`config.mk`:
```
export PLATFORM = sky130hd
export DESIGN_NAME = buf_cipher_adapter
export DESIGN_NICKNAME = d
export VERILOG_FILES = /design/src/rtl/buf_cipher_adapter.sv
export SDC_FILE = /design/constraint.sdc
export NUM_CORES = 1
export LEC_CHECK = 0
export CORE_ASPECT_RATIO = 0.8
export CORE_MARGIN = 5
export CORE_UTILIZATION = 35
export CTS_CLUSTER_DIAMETER = 50
export DETAILED_ROUTE_END_ITERATION = 6
export PLACE_DENSITY = 0.61
export SLEW_MARGIN = 30
export SYNTH_ARGS = -nofsm -noshare
export SYNTH_HDL_FRONTEND = slang
export SYNTH_SLANG_ARGS = --single-unit
```
`constraint.sdc`:
```
create_clock -name iclk -period 2.1 [get_ports iclk]
set_input_delay 0.42 -clock iclk [delete_from_list [all_inputs] [get_ports iclk]]
set_output_delay 0.42 -clock iclk [all_outputs]
set_load 0.05 [all_outputs]
```
`src/rtl/buf_cipher_adapter.sv`:
```
// Sector sequencer between the SD nibble buffer and the GOST core: packs 16 nibbles
// per 64-bit block, runs the cipher, and writes the result back to the same locations.
module buf_cipher_adapter #(
  parameter int unsigned BLOCKS = 64
) (
  input  logic        iclk,
  input  logic        irst,
  input  logic        istart,
  output logic        obusy,
  output logic        odone,
  output logic [9:0]  oaddr,
  input  logic [3:0]  irdata,
  output logic [3:0]  owdata,
  output logic        owrite_en,
  output logic [63:0] oblock,
  output logic        ocipher_start,
  input  logic [63:0] iblock,
  input  logic        icipher_done
);

  typedef enum logic [2:0] {IDLE, READ, START, WAIT, WRITE, DONE} state_t;

  localparam logic [5:0] LAST_BLK = 6'(BLOCKS - 1);

  state_t      state_q;
  logic [5:0]  b_q;
  logic [3:0]  j_q;
  logic        rd_valid_q;
  logic        rd_tail_q;
  logic [63:0] res_q;
  logic [9:0]  addr_q;
  logic [3:0]  wdata_q;
  logic        we_q;
  logic [63:0] blk_q;
  logic        cstart_q;
  logic        busy_q;
  logic        done_q;

  always_ff @(posedge iclk) begin
    if (irst) begin
      state_q    <= IDLE;
      b_q        <= '0;
      j_q        <= '0;
      rd_valid_q <= 1'b0;
      rd_tail_q  <= 1'b0;
      res_q      <= '0;
      addr_q     <= '0;
      wdata_q    <= '0;
      we_q       <= 1'b0;
      blk_q      <= '0;
      cstart_q   <= 1'b0;
      busy_q     <= 1'b0;
      done_q     <= 1'b0;
    end else begin
      case (state_q)
        IDLE: begin
          if (istart) begin
            state_q    <= READ;
            busy_q     <= 1'b1;
            b_q        <= '0;
            j_q        <= '0;
            addr_q     <= '0;
            rd_valid_q <= 1'b0;
            rd_tail_q  <= 1'b0;
          end
        end
        READ: begin
          // Data trails the address by one cycle: the block fills MSB-first and
          // completes one cycle after the j=15 address has been issued.
          if (rd_valid_q) blk_q <= {blk_q[59:0], irdata};
          rd_valid_q <= 1'b1;
          if (rd_tail_q) begin
            state_q  <= START;
            cstart_q <= 1'b1;
          end else if (j_q == 4'd15) begin
            rd_tail_q <= 1'b1;
          end else begin
            j_q    <= j_q + 4'd1;
            addr_q <= {b_q, j_q + 4'd1};
          end
        end
        START: begin
          cstart_q <= 1'b0;
          state_q  <= WAIT;
        end
        WAIT: begin
          if (icipher_done) begin
            state_q <= WRITE;
            j_q     <= '0;
            addr_q  <= {b_q, 4'd0};
            wdata_q <= iblock[63:60];
            res_q   <= {iblock[59:0], 4'h0};
            we_q    <= 1'b1;
          end
        end
        WRITE: begin
          if (j_q == 4'd15) begin
            we_q <= 1'b0;
            if (b_q == LAST_BLK) begin
              state_q <= DONE;
              done_q  <= 1'b1;
              busy_q  <= 1'b0;
            end else begin
              state_q    <= READ;
              b_q        <= b_q + 6'd1;
              j_q        <= '0;
              addr_q     <= {b_q + 6'd1, 4'd0};
              rd_valid_q <= 1'b0;
              rd_tail_q  <= 1'b0;
            end
          end else begin
            j_q     <= j_q + 4'd1;
            addr_q  <= {b_q, j_q + 4'd1};
            wdata_q <= res_q[63:60];
            res_q   <= {res_q[59:0], 4'h0};
          end
        end
        DONE: begin
          done_q  <= 1'b0;
          state_q <= IDLE;
        end
        default: state_q <= IDLE;
      endcase
    end
  end

  assign obusy         = busy_q;
  assign odone         = done_q;
  assign oaddr         = addr_q;
  assign owdata        = wdata_q;
  assign owrite_en     = we_q;
  assign oblock        = blk_q;
  assign ocipher_start = cstart_q;

endmodule

```
Yosys cells after proc, flatten, opt, wreduce, memory -nomap -nowiden
Index checks and enable logic that the tools add are counted.
{"block": "word_totals", "output_inout_bits": 82, "inputBits": 72, "register_bits": 161, "word_cells": 98}
{"block": "op_classes", "n_eq_ne": 17, "n_reduce_logical": 17, "n_addsub": 2, "n_mux": 49}
{"cell": "$mux W64", "n": 2}
{"cell": "$pmux W64 S2", "n": 1}
{"cell": "$mux W10", "n": 6}
{"cell": "$pmux W10 S4", "n": 1}
{"cell": "$mux W4", "n": 8}
{"cell": "$mux W6", "n": 3}
{"cell": "$ne A2 B2 Y1 const B", "n": 9}
{"cell": "$pmux W4 S4", "n": 1}
{"cell": "$reduce_and A4 Y1", "n": 4}
{"cell": "$mux W3", "n": 5}
{"cell": "$pmux W3 S5", "n": 1}
{"cell": "$mux W1", "n": 13}
{"cell": "$pmux W6 S2", "n": 1}
{"cell": "$reduce_and A3 Y1", "n": 3}
{"cell": "$pmux W1 S2", "n": 4}
{"cell": "$pmux W4 S2", "n": 1}
{"cell": "$reduce_bool A2 Y1", "n": 4}
{"cell": "$add A6 B1 Y6 const B", "n": 1}
{"cell": "$eq A3 B2 Y1 const B", "n": 2}
{"cell": "$eq A3 B3 Y1 const B", "n": 2}
{"cell": "$eq A6 B6 Y1 const B", "n": 1}
{"cell": "$pmux W1 S3", "n": 2}
{"cell": "$reduce_and A6 Y1", "n": 1}
{"cell": "$add A4 B1 Y4 const B", "n": 1}
{"cell": "7 further kinds", "n": 8}

Depth between registers and ports, before layout
Gate-level depths: netlist (run 1).
{"block": "depth", "ltp_word": 4, "mapped_depth": 7}

Worst setup path before layout (run 1)
No wires, ideal clock.
{"block": "synth_path", "path_kind": "register -> register", "start": "register state_q[0]", "end": "register res_q[46]", "t_arrival_ps": 1672, "slack_ps": 283, "path_stages_with_launch": 8, "t_required_ps": 1955, "n_path_buf": 4, "synth_period_minus_slack_ps": 1817, "path_cell_list": "dfxtp_1 > buf_2 > or3b_1 > buf_2 > o22ai_4 > buf_6 > buf_4 > a311oi_2"}
{"block": "synth_between", "elab_chain_len": 3, "word_cells_on_any_way": 7, "classes_between": "eq/ne (4); mux (1); reduce/logical (2)"}
{"item": "start, declared", "line_no": "25", "source": "state_t state_q;"}
{"item": "start signal, assigned", "line_no": "41", "source": "state_q <= IDLE;"}
{"item": "start signal, assigned", "line_no": "58", "source": "state_q <= READ;"}
{"item": "start signal, assigned", "line_no": "73", "source": "state_q <= START;"}
{"item": "$eq A3 B3 Y1 or $eq A3 B2 Y1 (tied branches)", "line_no": "55", "source": "case (state_q)"}
{"item": "$ne A2 B2 Y1 (no source line) or $reduce_bool A2 Y1 (tied branches)"}
{"item": "$reduce_and A3 Y1 (no source line)"}
{"item": "end signal, assigned", "line_no": "92", "source": "res_q <= {iblock[59:0], 4'h0};"}
{"item": "end signal, assigned", "line_no": "115", "source": "res_q <= {res_q[59:0], 4'h0};"}
{"item": "end, declared", "line_no": "30", "source": "logic [63:0] res_q;"}
Several ways; a longest one is shown, not always the timed one.
A chain may end at the register's enable or synchronous reset.

Worst setup path after layout (run 1)
{"block": "layout_path", "start": "register blk_q[19] (netlist: oblock[19])", "end": "output oblock[19]"}
{"item": "start, declared", "line_no": "34", "source": "logic [63:0] blk_q;"}
{"item": "start signal, assigned", "line_no": "70", "source": "if (rd_valid_q) blk_q <= {blk_q[59:0], irdata};"}
{"item": "end, declared", "line_no": "15", "source": "output logic [63:0] oblock,"}
No word-level cell between the ends.

==> results of run 1 <==
## per-layer routing
metal | GRT usage [%] | part of all wire (%) | wire [um]
met1 | 23.08 | 51 | 9028
met2 | 22.94 | 43 | 7617
met3 | 3.810 | 5.9 | 1056
met4 | 4.434 | 0.85 | 152
met5 | 0 | 0 | 0
## cells in the mapped netlist, drive strengths merged, types with 2 or more instances
| library cell | number |
|---|---|
| nor2b | 5 |
| clkbuf | 39 |
| nor3 | 5 |
| mux2i | 2 |
| and3 | 3 |
| o21ai | 8 |
| ha | 2 |
| buf | 26 |
| or3 | 2 |
| a21oi | 79 |
| nor2 | 75 |
| a31oi | 9 |
| nand2 | 266 |
| a31o | 3 |
| a211oi | 9 |
| nand2b | 5 |
| nand4 | 2 |
| o21a | 2 |
| o31a | 2 |
| a21o | 5 |
| or3b | 2 |
| o31ai | 2 |
| a22o | 2 |
| nand3 | 14 |
| a311oi | 65 |
| inv | 4 |
| dfxtp | 157 |
## flip-flops by register name, summed over array words and instances (netlist names)
register and count:
oaddr 10, oblock 64, obusy 1, j_q 4, state_q 3, odone 1, rd_tail_q 1, owdata 4
res_q 60, ocipher_start 1, rd_valid_q 1, b_q 6, owrite_en 1
## layout by cell type, fill, tap and decap left out, drive strengths merged, types with 5 or more instances in the layout
cell type,Yosys,routed
a211oi,9,9
buf,26,38
nand2b,5,5
o21ai,8,8
a21oi,79,79
clkdlybuf4s50,0,147
nor3,5,5
dfxtp,157,157
nor2,75,75
nand3,14,14
a21o,5,5
nand2,266,266
a31oi,9,9
nor2b,5,5
inv,4,8
clkbuf,39,20
a311oi,65,65
## through the flow
step / power (W) / worst slack, ps / instances / area [um2] / utilization [%]
after floorplan: 0.003272 / 282.7 / 813 / 6716 / -
after global placement: 0.003503 / 24.03 / 1195 / 8658 / 45.77
after detailed placement: 0.003502 / 22.78 / 1195 / 8658 / 45.77
after CTS: 0.006702 / 20.86 / 1227 / 9265 / 48.97
after global routing: 0.006870 / 5.524 / 1227 / 9279 / 49.05
final: 0.006625 / 55.75 / 1227 / 9279 / 49.05
## power by group through the flow
stage	Sequential, W	Clock, W	Combinational, W
2_1_floorplan	0.00311	0	0.000166
3_3_place_gp	0.00307	0	0.000432
3_5_place_dp	0.00307	0	0.000431
4_1_cts	0.00300	0.00327	0.000432
5_1_grt	0.00300	0.00341	0.000459
6_report	0.00300	0.00319	0.000428
## worst paths after layout
path,endpoint,startpoint,depth (start not counted)
worst min-delay path,obusy,irst,2
worst max-delay path,oblock[19],oblock[19],1
worst min register to register,res_q[5],res_q[5],2
worst max register to register,oaddr[7],state_q[2],6
## cell families (layout without fill, tap and decap cells)
logic type	Yosys count	after routing	share of synthesized area, %
DFF	157	157	46.80
muxes	2	2	0.2981
adders and majority gates	2	2	0.3725
AOI/OAI and AO/OA	198	198	24.09
and+or+nand+nor	383	383	23.03
xor gates and xnor gates	2	2	0.2609
buffers and inverters	69	225	5.160
## area by class of cell
type | count | area, um2 | area share, %
inverter | 4 | 15.01 | 0.1618
clock inverter | 12 | 160.2 | 1.726
sequential | 157 | 3143 | 33.87
tap | 258 | 322.8 | 3.479
timing repair buffer | 189 | 1948 | 21.00
clock buffer | 20 | 446.7 | 4.814
multi-input combinational | 587 | 3243 | 34.95
## repair_timing
| action | 4_1_cts | 5_1_grt |
|---|---|---|
| endpoints found under the hold margin | 0 | 0 |
| buffers inserted | 0 | 0 |
| endpoints found under the setup margin | 0 | 15 |
| gates resized for setup | 0 | 6 |
==> metrics.md, run 1 <==
| Metric | Value |
|---|---|
| Status | `completed` |
| Sw Share | `22.87%` |
| First-pass GRT wire length | `28.21 mm` |
| Clock Skews | `13.95 ps` |
| Period Utilization, post-route | `97.35%` |
| Root Buffer | `clkbuf_16` |
| CP max stage delay | `840 ps` |
| Max_cap viols | `0` |
| Hold Vio Cnt, Final | `0` |
| Share of cells above drive strength 1 | `12.18%` |
| Critical Path AT | `1620 ps` |
| Core area | `18920 um2` |
| Routed WL | `17.85 mm` |
| Critical-path cell list | `clkdlybuf4s50_1` |
| Skew-Pair Late Insertion Delay | `420 ps` |
| Syn Inst Count | `813` |
| RSZ-0062 raised after global routing | `no` |
| Slew Viols, Final | `0` |
| Fin crit period | `2044 ps` |
| DR DRC count | `0` |
| Largest net degree at the start of global routing | `70` |
| Setup CP Type | `flip-flop to output port` |
| Final setup viols | `0` |
| Vias/cell | `4.933` |
| CP Max Fanout | `3` |
| Post-synth EDFFs | `0` |
| DP Wirelength | `12.28 mm` |
| Total track usage | `15.73%` |
| Nets | `1030` |
| Core Rows | `45` |
| Synth warnings | `0` |
| DR pass1 iterations | `4` |
| #FFs+latches synth | `157` |
| DRT antenna net count | `0` |
| Post-synthesis async set-or-reset flop share | `0%` |
| Sequential share of the synthesized area | `46.80%` |
| GP Congestion | `0.8205` |
| Part of the power in the clock network | `48.2%` |
| Critical path's top delay family | `buffers and inverters` |
| GRT overflow | `0` |
| Fillcell total | `1843` |
| Tightest Pin Transition | `568.1 ps` |
| Routed WL per cell | `14.55 um` |
| Antenna violations before repair | `0` |
| Die Span Y | `133.9 um` |
| CTS Hold Bufs | `0` |
| Setup crit end kind | `output port` |
| Worst hold slack | `345.5 ps` |
| Leading area contributor after synthesis | `dfxtp_1` |
| Flop2flop setup slack | `180 ps` |
| DR iter-0 viols | `418` |
| CTS clock-pin slew for the worst setup and hold paths | `70 ps` |
| Fmax | `489.2 MHz` |
| Combinational Power Share | `6.5%` |
| NetSw | `0.001516 W` |
| Dominant cells by area after synthesis | `dfxtp_1 47%, nand2_1 15%, a311oi_2 8.5%` |
| # port buffers | `153` |
| Final TNS setup | `0 ps` |
| I/O pin count | `154` |
| P_int | `0.005110 W` |
| Vias | `6053` |
| CTS tree | `yes` |
| Bufs and invs on worst path | `1` |
| Post-Syn Area | `6716 um2` |
| Sequential Power Share | `45.3%` |
| Max_slew headroom | `62.01%` |
| Mean post-synth cell area | `8.261 um2` |
| # H-tree levels | `4` |
| Startpoint Class | `flip-flop` |
| CTS Buf Count | `17` |
| Post-synth top area share | `46.80%` |
| PD cells | `714.0 nW/um2` |
| Ant diodes | `0` |
| Post-synth net total | `887` |
| Starting density of the core | `35.50%` |
| Static leakage | `3.195 nW` |
| CTS Buffer Depth | `2` |
| Sinks on Clock Net | `157` |
| Worst VDD drop | `0.5139 mV` |
| Vias in the first global route | `5505` |
| Hold crit path type | `primary input to flip-flop` |
| Post-synth top flop | `dfxtp_1` |
| Netlist cell types | `51` |
| Area grow syn2layout | `38.15%` |
| Slowest stage cell, crit path | `clkdlybuf4s50_1` |
| Die X | `164.9 um` |
| Die Area | `22080 um2` |
| Critical path data required time | `1680 ps` |
Note: power is estimated with default switching activity, not from simulation.
==> inputs of run 2 (changes only) <==
CORE_UTILIZATION = 50   (was 35)
PLACE_DENSITY = 0.82   (was 0.61)
==> run 2 against run 1 <==
  * Register-to-register slack worse by 70 ps
  * Via count is 2.4% higher
  * Setup slack worse by 13 ps
  * Clock power is 4% higher
  * First-iteration DRC count is 34% higher
  * Final cell count is 6.8% lower
  * Total power is 1.8% higher
  * Routed wire length is 3.4% lower
  * Critical path depth stayed put
  * Sequential power hardly changed
  * Largest cell class unchanged
  * Highest routed layer unchanged
==> metrics.md, run 2 (synthesis gave the netlist of run 1 again) <==
| Metric | Value |
|---|---|
| Fmax | `486.0 MHz (-0.65%)` |
| Final Core Density | `70.76% (+22 points)` |
| Skew-Pair Late Insertion Delay | `420 ps (about the same)` |
| I/O pin count | `154 (unchanged)` |
| Ant diodes | `0 (unchanged)` |
| Commonest non-fill, non-tap cell in the layout | `nand2_1` |
| CTS tree | `yes` |
| Tightest Pin Transition | `598.4 ps (+30.32 ps)` |
| Hold Vio Cnt, Final | `0 (unchanged)` |
| Bufs and invs on worst path | `1 (unchanged)` |
| FF-to-FF End | `res_q[20]` |
| Critical Path AT | `1640 ps (+20 ps)` |
| Clock Skews | `10.02 ps (-3.934 ps)` |
| Die Area | `15870 um2 (-28%)` |
| # H-tree levels | `4 (unchanged)` |
| Fillcell total | `1026 (-44%)` |
| Critical-path cell list | `clkdlybuf4s50_1` |
| RSZ-0062 raised after global routing | `no` |
| Total track usage | `21.29% (+5.6 points)` |
| CTS clock-pin slew for the worst setup and hold paths | `70 ps (about the same)` |
| Status | `completed` |
| Hold Path Sink | `owrite_en` |
| Commonest non-fill, non-tap cells in the layout | `266 x nand2_1, 157 x dfxtp_1, 149 x clkdlybuf4s50_1` |
| Static leakage | `3.192 nW (about the same)` |
| DP Wirelength | `11.80 mm (-3.9%)` |
| Startpoint Class | `flip-flop` |
| Largest net degree at the start of global routing | `79 (+13%)` |
| Max_cap viols | `0 (unchanged)` |
| DRT antenna net count | `0 (unchanged)` |
| Share of cells above drive strength 1 | `12.18% (unchanged)` |
| Largest register FFs | `64 (unchanged)` |
| DR DRC count | `0 (unchanged)` |
| GRT overflow | `0 (unchanged)` |
| # port buffers | `153 (unchanged)` |
| Core Rows | `37 (-18%)` |
| Area grow syn2layout | `37.05%` |
| Hold Path Depth | `2 (unchanged)` |
| Core area | `13010 um2 (-31%)` |
| Critical path data required time | `1680 ps (about the same)` |
| Starting density of the core | `51.63% (+16 points)` |
| Critical path's top delay family | `buffers and inverters` |
| Worst VDD drop | `0.5372 mV (+4.5%)` |
| Antenna violations before repair | `0 (unchanged)` |
| Final setup viols | `0 (unchanged)` |
| Slew Viols, Final | `0 (unchanged)` |
| GP Congestion | `0.9096 (+11%)` |
| Hold path start | `irst` |
| Die Span Y | `113.7 um (-15%)` |
| Nets | `1030 (unchanged)` |
| Final TNS setup | `0 ps (unchanged)` |
| Reg2Reg Depth | `7 (+1)` |
| Sinks on Clock Net | `157 (unchanged)` |
| Routed WL per cell | `15.08 um (+3.6%)` |
| Setup CP Type | `flip-flop to output port` |
| CP max stage delay | `850 ps (about the same)` |
| CP Max Fanout | `3 (unchanged)` |
| CTS Buf Count | `17 (unchanged)` |
| Vias/cell | `5.418 (+9.8%)` |
| Setup crit end kind | `output port` |
| DR iter-0 viols | `559 (+34%)` |
| Vias | `6198 (+2.4%)` |
| Vias in the first global route | `5777 (+4.9%)` |
| Period Utilization, post-route | `97.98% (+0.63 points)` |
| Die X | `139.6 um (-15%)` |
| FF-to-FF Start | `j_q[0]` |
| Root Buffer | `clkbuf_16` |
| Hold crit path type | `primary input to flip-flop` |
| DR pass1 iterations | `5 (+1)` |
| Slowest stage cell, crit path | `clkdlybuf4s50_1` |
| Max_slew headroom | `59.07% (-2.9 points)` |
| CTS Buffer Depth | `2 (unchanged)` |
| First-pass GRT wire length | `27.90 mm (-1.1%)` |
| PD cells | `732.8 nW/um2 (+2.6%)` |
| Fin crit period | `2058 ps (+13.28 ps)` |
| Routed WL | `17.25 mm (-3.4%)` |
| Flop2flop setup slack | `110 ps (-70 ps)` |
run 2: cell types whose count changed in the layout (fill, tap and decap cells not counted), sizes merged:
cell           delta
buf               -1
clkdlybuf4s50     +2
dlymetal6s2s      -1
inv               -1
bufinv            +1
run 2: worst max-delay path by stage:
| stage | start | depth (start not counted) | to |
|---|---|---|---|
| 6_report | oblock[53] | 1 | oblock[53] |
| 5_1_grt | oblock[42] | 1 | oblock[42] |
| 4_1_cts | oblock[56] | 1 | oblock[56] |
| 3_5_place_dp | icipher_done | 7 | res_q[32] |
| 3_3_place_gp | istart | 6 | oaddr[6] |
| 2_1_floorplan | state_q[0] | 7 | res_q[46] |
run 2: repair_timing:
| action | 4_1_cts | 5_1_grt |
|---|---|---|
| setup buffers | 0 | 0 |
| gates resized for setup | 0 | 5 |
| hold buffers | 0 | 0 |
| hold endpoints to repair | 0 | 0 |
| endpoints found under the setup margin | 0 | 8 |
run 2: final cells by class:
type / instances / area [um2] / area share (%)
Clock buffer: 20 / 456.7 / 4.961
Clock inverter: 12 / 183.9 / 1.998
Inverter: 4 / 15.01 / 0.1631
Multi-Input combinational cell: 587 / 3243 / 35.23
Sequential cell: 157 / 3143 / 34.14
Tap cell: 175 / 219.0 / 2.379
Timing Repair Buffer: 189 / 1944 / 21.12
run 2: where the power goes:
group	switching (W)	internal [W]	leakage, nW
clock network	0.00124	0.00207	0.313
logic	0.000227	0.000201	1.61
registers	0.0000107	0.00299	1.27
total	0.00148	0.00526	3.19
run 2: routing by layer:
layer | up-vias | GRT usage, % | share of wire [%]
met4 | 0 | 6.520 | 1.0
met3 | 12 | 3.772 | 6.2
met1 | 2882 | 29.57 | 46
met5 | - | 0 | 0
met2 | 188 | 34.10 | 46
li1 | 3116 | - | -
run 2: through the flow:
step                      power [W]  cells  instance area (um2)  hold WS [ps]  setup WS (ps)
final                      0.006746   1144                 9205         376.5          42.46
after global routing       0.006960   1144                 9205         393.4         0.4016
after CTS                  0.006790   1144                 9194         355.6          14.03
after detailed placement   0.003495   1112                 8553         446.0         -9.825
after global placement     0.003494   1112                 8553         439.8          57.87
after floorplan            0.003272    813                 6716         432.1          282.7
